<file path="src/rtl/recolector_sumas_pkg.sv">
// recolector_sumas_pkg: shared widths, table depth and readout FSM encoding
package recolector_sumas_pkg;

    localparam int DEF_DATA_W = 4;
    localparam int DEF_IDX_W  = 4;
    localparam int DEF_ACC_W  = 8;
    localparam int DEF_CNT_W  = 8;
    localparam int DEPTH      = 2 ** DEF_IDX_W;

    typedef enum logic {
        IDLE = 1'b0,
        SEND = 1'b1
    } state_t;

endpackage

</file>
<file path="src/rtl/recolector_sumas_if.sv">
// recolector_sumas_if: sample input bus and table readout stream
interface recolector_sumas_if
    import recolector_sumas_pkg::*;
#(
    parameter int DATA_W = DEF_DATA_W,
    parameter int IDX_W  = DEF_IDX_W,
    parameter int ACC_W  = DEF_ACC_W
);

    logic              in_valid;
    logic [DATA_W-1:0] sum_in;
    logic [IDX_W-1:0]  idx_in;
    logic              dump_start;
    logic              dump_ready;
    logic              dump_valid;
    logic [IDX_W-1:0]  dump_idx;
    logic [ACC_W-1:0]  dump_data;
    logic              dump_busy;
    logic              dump_done;

    modport master (
        output in_valid, sum_in, idx_in, dump_start, dump_ready,
        input  dump_valid, dump_idx, dump_data, dump_busy, dump_done
    );

    modport slave (
        input  in_valid, sum_in, idx_in, dump_start, dump_ready,
        output dump_valid, dump_idx, dump_data, dump_busy, dump_done
    );

endinterface

</file>
<file path="src/rtl/recolector_sumas_sumador_sat.sv">
// sumador_sat: accumulator plus zero-extended sample, clamped at all-ones
module sumador_sat
    import recolector_sumas_pkg::*;
#(
    parameter int ACC_W  = DEF_ACC_W,
    parameter int DATA_W = DEF_DATA_W
)(
    input  logic [ACC_W-1:0]  i_acc,
    input  logic [DATA_W-1:0] i_sum,
    output logic [ACC_W-1:0]  o_res,
    output logic              o_ovf
);

    logic [ACC_W:0] w_full;

    assign w_full = {1'b0, i_acc} + (ACC_W + 1)'(i_sum);
    assign o_ovf  = w_full[ACC_W];
    assign o_res  = o_ovf ? '1 : w_full[ACC_W-1:0];

endmodule

</file>
<file path="src/rtl/recolector_sumas.sv">
// recolector_sumas: per-index saturating accumulator table with streamed readout
module recolector_sumas
    import recolector_sumas_pkg::*;
#(
    parameter int DATA_W = DEF_DATA_W,
    parameter int IDX_W  = DEF_IDX_W,
    parameter int ACC_W  = DEF_ACC_W,
    parameter int CNT_W  = DEF_CNT_W
)(
    input  logic             clk,
    input  logic             reset_L,
    input  logic             clr,
    recolector_sumas_if.slave bus,
    output logic             sat_flag,
    output logic [CNT_W-1:0] count
);

    localparam int TAB_DEPTH = 2 ** IDX_W;

    logic [ACC_W-1:0] r_tab [TAB_DEPTH];
    state_t           r_state, w_state_n;
    logic [IDX_W-1:0] r_ptr, w_ptr_n, w_load_idx;
    logic [ACC_W-1:0] r_data, w_data_n, w_wr_res, w_load_data;
    logic             r_done, w_done_n;
    logic             r_sat;
    logic [CNT_W-1:0] r_cnt;
    logic             w_ovf, w_hs, w_last;

    // One adder serves both the table write and the dump-load bypass
    sumador_sat #(.ACC_W(ACC_W), .DATA_W(DATA_W)) u_sumador_sat (
        .i_acc (r_tab[bus.idx_in]),
        .i_sum (bus.sum_in),
        .o_res (w_wr_res),
        .o_ovf (w_ovf)
    );

    // Entry about to be loaded: 0 when starting, else the next pointer
    assign w_load_idx  = (r_state == IDLE) ? '0 : r_ptr + 1'b1;
    assign w_load_data = (bus.in_valid && bus.idx_in == w_load_idx) ? w_wr_res : r_tab[w_load_idx];
    assign w_hs        = (r_state == SEND) && bus.dump_ready;
    assign w_last      = &r_ptr;

    // Table: clear wins over a same-cycle sample
    always_ff @(posedge clk or negedge reset_L) begin
        if (!reset_L)
            for (int i = 0; i < TAB_DEPTH; i++) r_tab[i] <= '0;
        else if (clr)
            for (int i = 0; i < TAB_DEPTH; i++) r_tab[i] <= '0;
        else if (bus.in_valid)
            r_tab[bus.idx_in] <= w_wr_res;
    end

    // Sticky saturation flag and saturating sample counter
    always_ff @(posedge clk or negedge reset_L) begin
        if (!reset_L) begin
            r_sat <= 1'b0;
            r_cnt <= '0;
        end else if (clr) begin
            r_sat <= 1'b0;
            r_cnt <= '0;
        end else if (bus.in_valid) begin
            r_sat <= r_sat | w_ovf;
            r_cnt <= (&r_cnt) ? r_cnt : r_cnt + 1'b1;
        end
    end

    // Readout FSM state, pointer, held word and done pulse
    always_ff @(posedge clk or negedge reset_L) begin
        if (!reset_L) begin
            r_state <= IDLE;
            r_ptr   <= '0;
            r_data  <= '0;
            r_done  <= 1'b0;
        end else begin
            r_state <= w_state_n;
            r_ptr   <= w_ptr_n;
            r_data  <= w_data_n;
            r_done  <= w_done_n;
        end
    end

    // Next state: clear aborts, handshake advances or finishes the stream
    always_comb begin
        w_state_n = r_state;
        w_ptr_n   = r_ptr;
        w_data_n  = r_data;
        w_done_n  = 1'b0;
        if (clr) begin
            w_state_n = IDLE;
            w_ptr_n   = '0;
            w_data_n  = '0;
        end else if (r_state == IDLE && bus.dump_start) begin
            w_state_n = SEND;
            w_ptr_n   = '0;
            w_data_n  = w_load_data;
        end else if (w_hs && w_last) begin
            w_state_n = IDLE;
            w_done_n  = 1'b1;
        end else if (w_hs) begin
            w_ptr_n   = w_load_idx;
            w_data_n  = w_load_data;
        end
    end

    assign bus.dump_valid = (r_state == SEND);
    assign bus.dump_busy  = (r_state == SEND);
    assign bus.dump_idx   = r_ptr;
    assign bus.dump_data  = r_data;
    assign bus.dump_done  = r_done;
    assign sat_flag       = r_sat;
    assign count          = r_cnt;

endmodule

</file>
<file path="src/flat_wrapper.sv">
// flat-port wrapper written by rule: the top's interface ports become plain ports
module recolector_sumas_flat import recolector_sumas_pkg::*;
#(
    parameter int DATA_W = DEF_DATA_W,
    parameter int IDX_W  = DEF_IDX_W,
    parameter int ACC_W  = DEF_ACC_W,
    parameter int CNT_W  = DEF_CNT_W
)
  (clk, reset_L, clr, sat_flag, count, bus_in_valid, bus_sum_in, bus_idx_in, bus_dump_start, bus_dump_ready, bus_dump_valid, bus_dump_idx, bus_dump_data, bus_dump_busy, bus_dump_done);
  recolector_sumas_if #(.DATA_W(DATA_W), .IDX_W(IDX_W), .ACC_W(ACC_W)) bus_i ();
  input  logic clk;
  input  logic reset_L;
  input  logic clr;
  output logic sat_flag;
  output logic [CNT_W-1:0] count;
  input wire logic [$bits(bus_i.in_valid)-1:0] bus_in_valid;
  input wire logic [$bits(bus_i.sum_in)-1:0] bus_sum_in;
  input wire logic [$bits(bus_i.idx_in)-1:0] bus_idx_in;
  input wire logic [$bits(bus_i.dump_start)-1:0] bus_dump_start;
  input wire logic [$bits(bus_i.dump_ready)-1:0] bus_dump_ready;
  output wire logic [$bits(bus_i.dump_valid)-1:0] bus_dump_valid;
  output wire logic [$bits(bus_i.dump_idx)-1:0] bus_dump_idx;
  output wire logic [$bits(bus_i.dump_data)-1:0] bus_dump_data;
  output wire logic [$bits(bus_i.dump_busy)-1:0] bus_dump_busy;
  output wire logic [$bits(bus_i.dump_done)-1:0] bus_dump_done;
  assign bus_i.in_valid = bus_in_valid;
  assign bus_i.sum_in = bus_sum_in;
  assign bus_i.idx_in = bus_idx_in;
  assign bus_i.dump_start = bus_dump_start;
  assign bus_i.dump_ready = bus_dump_ready;
  assign bus_dump_valid = bus_i.dump_valid;
  assign bus_dump_idx = bus_i.dump_idx;
  assign bus_dump_data = bus_i.dump_data;
  assign bus_dump_busy = bus_i.dump_busy;
  assign bus_dump_done = bus_i.dump_done;
  recolector_sumas #(.DATA_W(DATA_W), .IDX_W(IDX_W), .ACC_W(ACC_W), .CNT_W(CNT_W)) u_core (.clk(clk), .reset_L(reset_L), .clr(clr), .bus(bus_i), .sat_flag(sat_flag), .count(count));
endmodule
</file>
<file path="config.mk">
export PLATFORM = sky130hd
export DESIGN_NAME = recolector_sumas_flat
export DESIGN_NICKNAME = d
export VERILOG_FILES = /design/src/rtl/recolector_sumas_pkg.sv /design/src/rtl/recolector_sumas_if.sv /design/src/rtl/recolector_sumas_sumador_sat.sv /design/src/rtl/recolector_sumas.sv /design/src/flat_wrapper.sv
export SDC_FILE = /design/constraint.sdc
export NUM_CORES = 1
export LEC_CHECK = 0
export ABC_AREA = 1
export BUFFER_PORTS_ARGS = -buffer_cell sky130_fd_sc_hd__buf_2
export CAP_MARGIN = 20
export CORE_MARGIN = 2
export CORE_UTILIZATION = 35
export CTS_BUF_LIST = sky130_fd_sc_hd__clkbuf_8
export DETAILED_ROUTE_END_ITERATION = 10
export HOLD_SLACK_MARGIN = 0.06
export PLACE_DENSITY = 0.54
export SLEW_MARGIN = 30
export SYNTH_ARGS = -nofsm -noshare
export SYNTH_HDL_FRONTEND = slang
export SYNTH_HIERARCHICAL = 1
export SYNTH_SLANG_ARGS = --single-unit
export TNS_END_PERCENT = 100
</file>
<file path="constraint.sdc">
create_clock -name clk -period 3.5 [get_ports clk]
set_clock_uncertainty 0.05 [all_clocks]
set_input_delay 0.35 -clock clk [delete_from_list [all_inputs] [get_ports clk]]
set_output_delay 0.35 -clock clk [all_outputs]
set_load 0.01 [all_outputs]
</file>
; ---- Word level (Yosys, flattened, before mapping)
; Index checks and enable logic that the tools add are counted.
[op_classes]
n_addsub = 3
n_mul = 0
div_mod_pow = 0
magnitude_cmp = 3
eq_ne = 3
shift = 0
mux = 33
bitwise = 4
n_reduce_logical = 12
[ops]
columns = cell, n
row1 = 128-bit two-way mux, 2
row2 = 128-bit bitwise mux, 1
row3 = 8-bit two-way mux, 14
row4 = 8-bit binary-select mux with 4-bit select, 2
row5 = 8-bit demux with 4-bit select, 1
row6 = 4-bit two-way mux, 5
row7 = 5-bit >= comparator (second input constant), 2
row8 = 4-bit inverter with 5-bit output, 2
row9 = 8-bit by 4-bit adder with 9-bit output, 1
row10 = 8-bit by 1-bit adder with 8-bit output (second input constant), 1
row11 = 1-bit two-way mux, 8
row12 = 8-bit AND reduction, 1
row13 = 3-bit nonzero test, 2
row14 = 1-bit logical AND, 5
row15 = 5-bit by 1-bit less-than comparator with 1-bit output (second input constant), 1
row16 = 4-bit by 1-bit adder with 4-bit output (second input constant), 1
row17 = 4-bit == test, 1
row18 = 2-bit AND reduction, 2
row19 = 4-bit AND reduction, 1
row20 = 3-bit by 2-bit inequality test with 1-bit output (second input constant), 1
row21 = 2-bit inequality test (second input constant), 1
row22 = 2-bit nonzero test, 1
row23 = 1-bit inverter, 1
row24 = 1-bit OR, 1
[totals]
reg_bits = 151
latch_bits = 0
ram_bits = 0
rom_bits = 0
input_bits = 14
output_inout_bits = 24
word_cells = 80
mem_count = 0

; ---- Logic depth before layout (Yosys ltp)
[depth]
depth_word = 11
depth_mapped = 19
mapped_depth_nobuf = 17

; ---- By module
; The synthesis kept the hierarchy.
[by_module_without_submodules]
columns = mod, n_inst, cells_each, area_each_um2, seq_area_each_um2
row1 = recolector_sumas, 1, 1015, 8046.5, 3778.6
row2 = sumador_sat, 1, 55, 299.0, 0.0

; ---- Worst setup path after synthesis
; OpenSTA, ideal clock, no wires.
[synth_path]
kind = input to register
start = input port bus_idx_in[0]
end = register u_core/r_tab[106] (netlist bit)
setup_ns = 0.135
arrival_time_ns = 2.982
t_required_ns = 3.315
slack_ns = 0.333
cell_stages = 17
path_buffers = 3
path_cell_list = buf_2 inv_2 nor2_2 inv_2 clkbuf_1 o22ai_1 o21ai_0 nand4_1 ha_1 fa_1 nand3_1 nand2_2 nand4_4 o21ai_0 nand2_1 clkbuf_1 o22ai_1
[synth_between]
elab_chain_cells = 9
elab_cells_between_ends = 14
cone_classes = add/sub (1) / order compare (2) / mux (9) / bitwise (1) / reduce/logical (1)
[synth_rtl]
columns = element, line
row1 = from (decl), flat_wrapper.sv:18  ; input wire logic [$bits(bus_i.idx_in)-1:0] bus_idx_in;
row2 = 4-bit inverter with 5-bit output (not written as such), recolector_sumas.sv:31  ; .i_acc (r_tab[bus.idx_in]),
row3 = 8-bit binary-select mux with 4-bit select, recolector_sumas.sv:31
row4 = 8-bit two-way mux (not written as such) (2 in a row), recolector_sumas.sv:31
row5 = 8-bit by 4-bit adder with 9-bit output, recolector_sumas_sumador_sat.sv:16  ; assign w_full = {1'b0, i_acc} + (ACC_W + 1)'(i_sum);
row6 = 8-bit two-way mux, recolector_sumas_sumador_sat.sv:18  ; assign o_res = o_ovf ? '1 : w_full[ACC_W-1:0];
row7 = net u_core.w_wr_res[2], recolector_sumas.sv:23  ; logic [ACC_W-1:0] r_data, w_data_n, w_wr_res, w_load_data;
row8 = 128-bit bitwise mux, recolector_sumas.sv:50  ; r_tab[bus.idx_in] <= w_wr_res;
row9 = 128-bit two-way mux, recolector_sumas.sv:49  ; else if (bus.in_valid)
row10 = 128-bit two-way mux, recolector_sumas.sv:47  ; else if (clr)
row11 = "to (signal, indexed assignment)", recolector_sumas.sv:50
row12 = to (decl), recolector_sumas.sv:20  ; logic [ACC_W-1:0] r_tab [TAB_DEPTH];
; The timed path passes the listed nets, and every way through them passes these cells. The select of a mux whose other input is x is not followed.
; A chain may end at the register's enable or synchronous reset.

; ---- Final worst setup path
[layout_path]
start = input port bus_idx_in[1]
end = register u_core/r_tab[104] (netlist bit)
; The elaborated chain is that of the path after synthesis.

==> impl_metrics.tcl <==
set metrics [dict create \
    r2r_cells 13 \
    fin_ws_ps 439.6 \
    cts_buffers 17 \
    yosysWarnings 6 \
    hp-class "in -> reg" \
    vias 8370 \
    cts_buffer_depth 2 \
    overflow 0 \
    io_buffers 37 \
    arrival_ps 3390 \
    cp.required_ps 3820 \
    drt_pass1_iterations 5 \
    tns_ps 0 \
    syn2layout_area_growth_pct 16.01 \
    avgSynthCellArea_um2 7.800 \
    first_global_vias 7911 \
    drv_cap 0 \
    grt_max_degree 67 \
    p_leak_nw 4.212 \
    wire_per_inst_um 21.62 \
    syn_area_mm2 0.008346 \
    fin_crit_ps 3060 \
    syn_nets 1091 \
    fin_nets 1147 \
    cts_tree "yes" \
    synthCells 1070 \
    hold_depth 3 \
    antenna_left 0 \
    relSlewSlack_pct 52.68 \
    power_density_mw_per_mm2 390.5 \
    gp_congestion 0.9533 \
    cts_sinks 151 \
    cts_root_buffer "clkbuf_8" \
    route.detailed.drc 0 \
    fp-row-count 56 \
    layout_commonest_cell "nand2_1" \
    ys_ff_latch 151 \
    path_clk_slew_ps 100 \
    cts.repair.resized 0 \
    final_cell_mix "nand2_1, o22ai_1, inv_1" \
    dp_slack_ps 118.6 \
    critPathMaxFanout 10 \
    drt-initial-drc-count 1118 \
    dp_hpwl_um 21350 \
    cts_max_level 4 \
    total_power_mw 3.781 \
    setup_viol_count_final 0 \
    track_usage_pct 25.87 \
    vias_per_cell 5.741 \
    wl_met3_um 2795 \
    finalMaxSlewViolations 0 \
    final_util_pct 41.25 \
    post_cts_buffers 0 \
    grt_pass1_wl_um 48530 \
    peakVddDrop_v 0.0001993 \
    drt_wl_total_um 31520 \
    wl_met1_um 13860 \
    finalHoldViolations 0 \
    wl_met2_um 13860 \
    antenna_cells 0 \
    fp.dieW_um 158.4 \
    dieArea_mm2 0.02510 \
    start_util_pct 35.55 \
    rsz0062_at_grt "no" \
    fin_crit_sh_pct 87.44 \
    cts-hold-fix-buffers 1 \
    top_layer "met5" \
    synth.distinct_cells 32 \
    antenna_found_initial 1 \
    seq_area_frac_synth_pct 45.28 \
    critPathLaunchType "primary input" \
    max_freq_mhz 326.8 \
    insertion_delay_ps 470 \
    crit_type "in -> reg" \
    cp-end-kind "flop" \
    coreArea_mm2 0.02347 \
    ios 38 \
    drive_gt1_share_pct 13.78 \
    die_h_um 158.4 \
    worst_slew_pin_slew_ps 707.7 \
    outcome "completed" \
]
-- cells by family after synthesis --
family / synth area share, %
AOI/OAI and AO/OA: 19.90
adders and majority gates: 1.139
DFF: 45.28
and+or+nand+nor: 22.41
buffers and inverters: 10.96
xor gates and xnor gates: 0.3149
-- area by class of cell --
type,instances,area [µm²]
repair buffers,98,777.0
well taps,319,399.1
inverters,169,634.4
fillers,2422,13790
multi-input cells,689,3657
clock buffers,18,247.7
clock inverters,14,187.7
flip-flops and latches,151,3779
-- path summary, 6_finish.rpt --
path,startpoint,slack (ps),endpoint
min in group asynchronous,reset_L,380,u_core/r_tab[47]
hold / removal,bus_dump_ready,100,u_core/bus.dump_done
setup / recovery,bus_idx_in[1],440,u_core/r_tab[104]
max in group asynchronous,reset_L,2100,u_core/r_tab[69]
hold reg to reg,u_core/bus.dump_data[1],430,u_core/bus.dump_data[1]
setup reg to reg,u_core/r_tab[99],520,u_core/r_tab[104]
-- cells in the mapped netlist --
master    count  area, µm²
o22ai_1     188       1176
nand3_4       1      17.52
xor2_1        1      8.760
o21ai_0      28      140.1
nand4_1      25      156.4
nor2_1       15      56.30
o21ai_1      14      70.07
nor2_8        1      20.02
nor2_2        3      18.77
buf_4         1      7.510
o221a_2       1      11.26
nor2_4        3      33.78
inv_1       162      608.1
o31ai_1       2      15.01
ha_1          6      75.07
o32ai_1       6      52.55
nor3_1        3      15.01
fa_1          1      20.02
buf_2        38      190.2
dfrtp_1     151       3779
clkinv_1      1      3.750
nand3_2       3      30.03
nand4_4       1      21.27
nand2_1     195      732.0
buf_1         4      15.01
inv_2         6      22.52
nand4_2       1      12.51
clkbuf_1     18      67.56
nand3_1     145      725.7
nand2_2       5      31.28
xnor2_1       2      17.52
a21oi_1      39      195.2
-- where the power goes --
part	leakage, nW	switching, mW	total (mW)	internal (mW)
logic	1.90	0.346	0.478	0.132
registers	2.10	0.0177	1.78	1.76
clock network	0.211	0.775	1.52	0.746
-- sequential cells by signal (all words and copies together), names as in the netlist --
register and count:
u_core/count 8, u_core/r_tab 128, u_core/bus.dump_data 8, u_core/sat_flag 1
u_core/bus.dump_done 1, u_core/bus.dump_idx 4, u_core/bus.dump_busy 1
-- metrics by stage --
step,hold WS (ps),instance area (µm²),std cells
final,95.51,9682,1458
after global routing,98.12,9682,1458
after CTS,76.21,9682,1458
after detailed placement,334.2,9236,1425
after global placement,336.1,9236,1425
after floorplan,4.409,8346,1070
-- metal layers --
layer | GRT usage (%) | vias up
met5 | 0 | -
met2 | 38.86 | 468
met4 | 9.095 | 2
met1 | 36.78 | 4006
met3 | 5.607 | 61
li1 | - | 3833
-- worst max-delay path, stage by stage --
cell,delay (ps)
buf_2,140
buf_4,160
nor2_2,40
inv_1,100
buf_4,210
o22ai_1,90
o21ai_0,360
nand4_1,180
ha_1,370
nand3_1,120
nand2_2,130
nand4_4,130
nand2_1,100
inv_1,60
nor2_1,150
clkinv_1,370
o22ai_1,290
No activity file was read; power rests on OpenSTA's default activity.
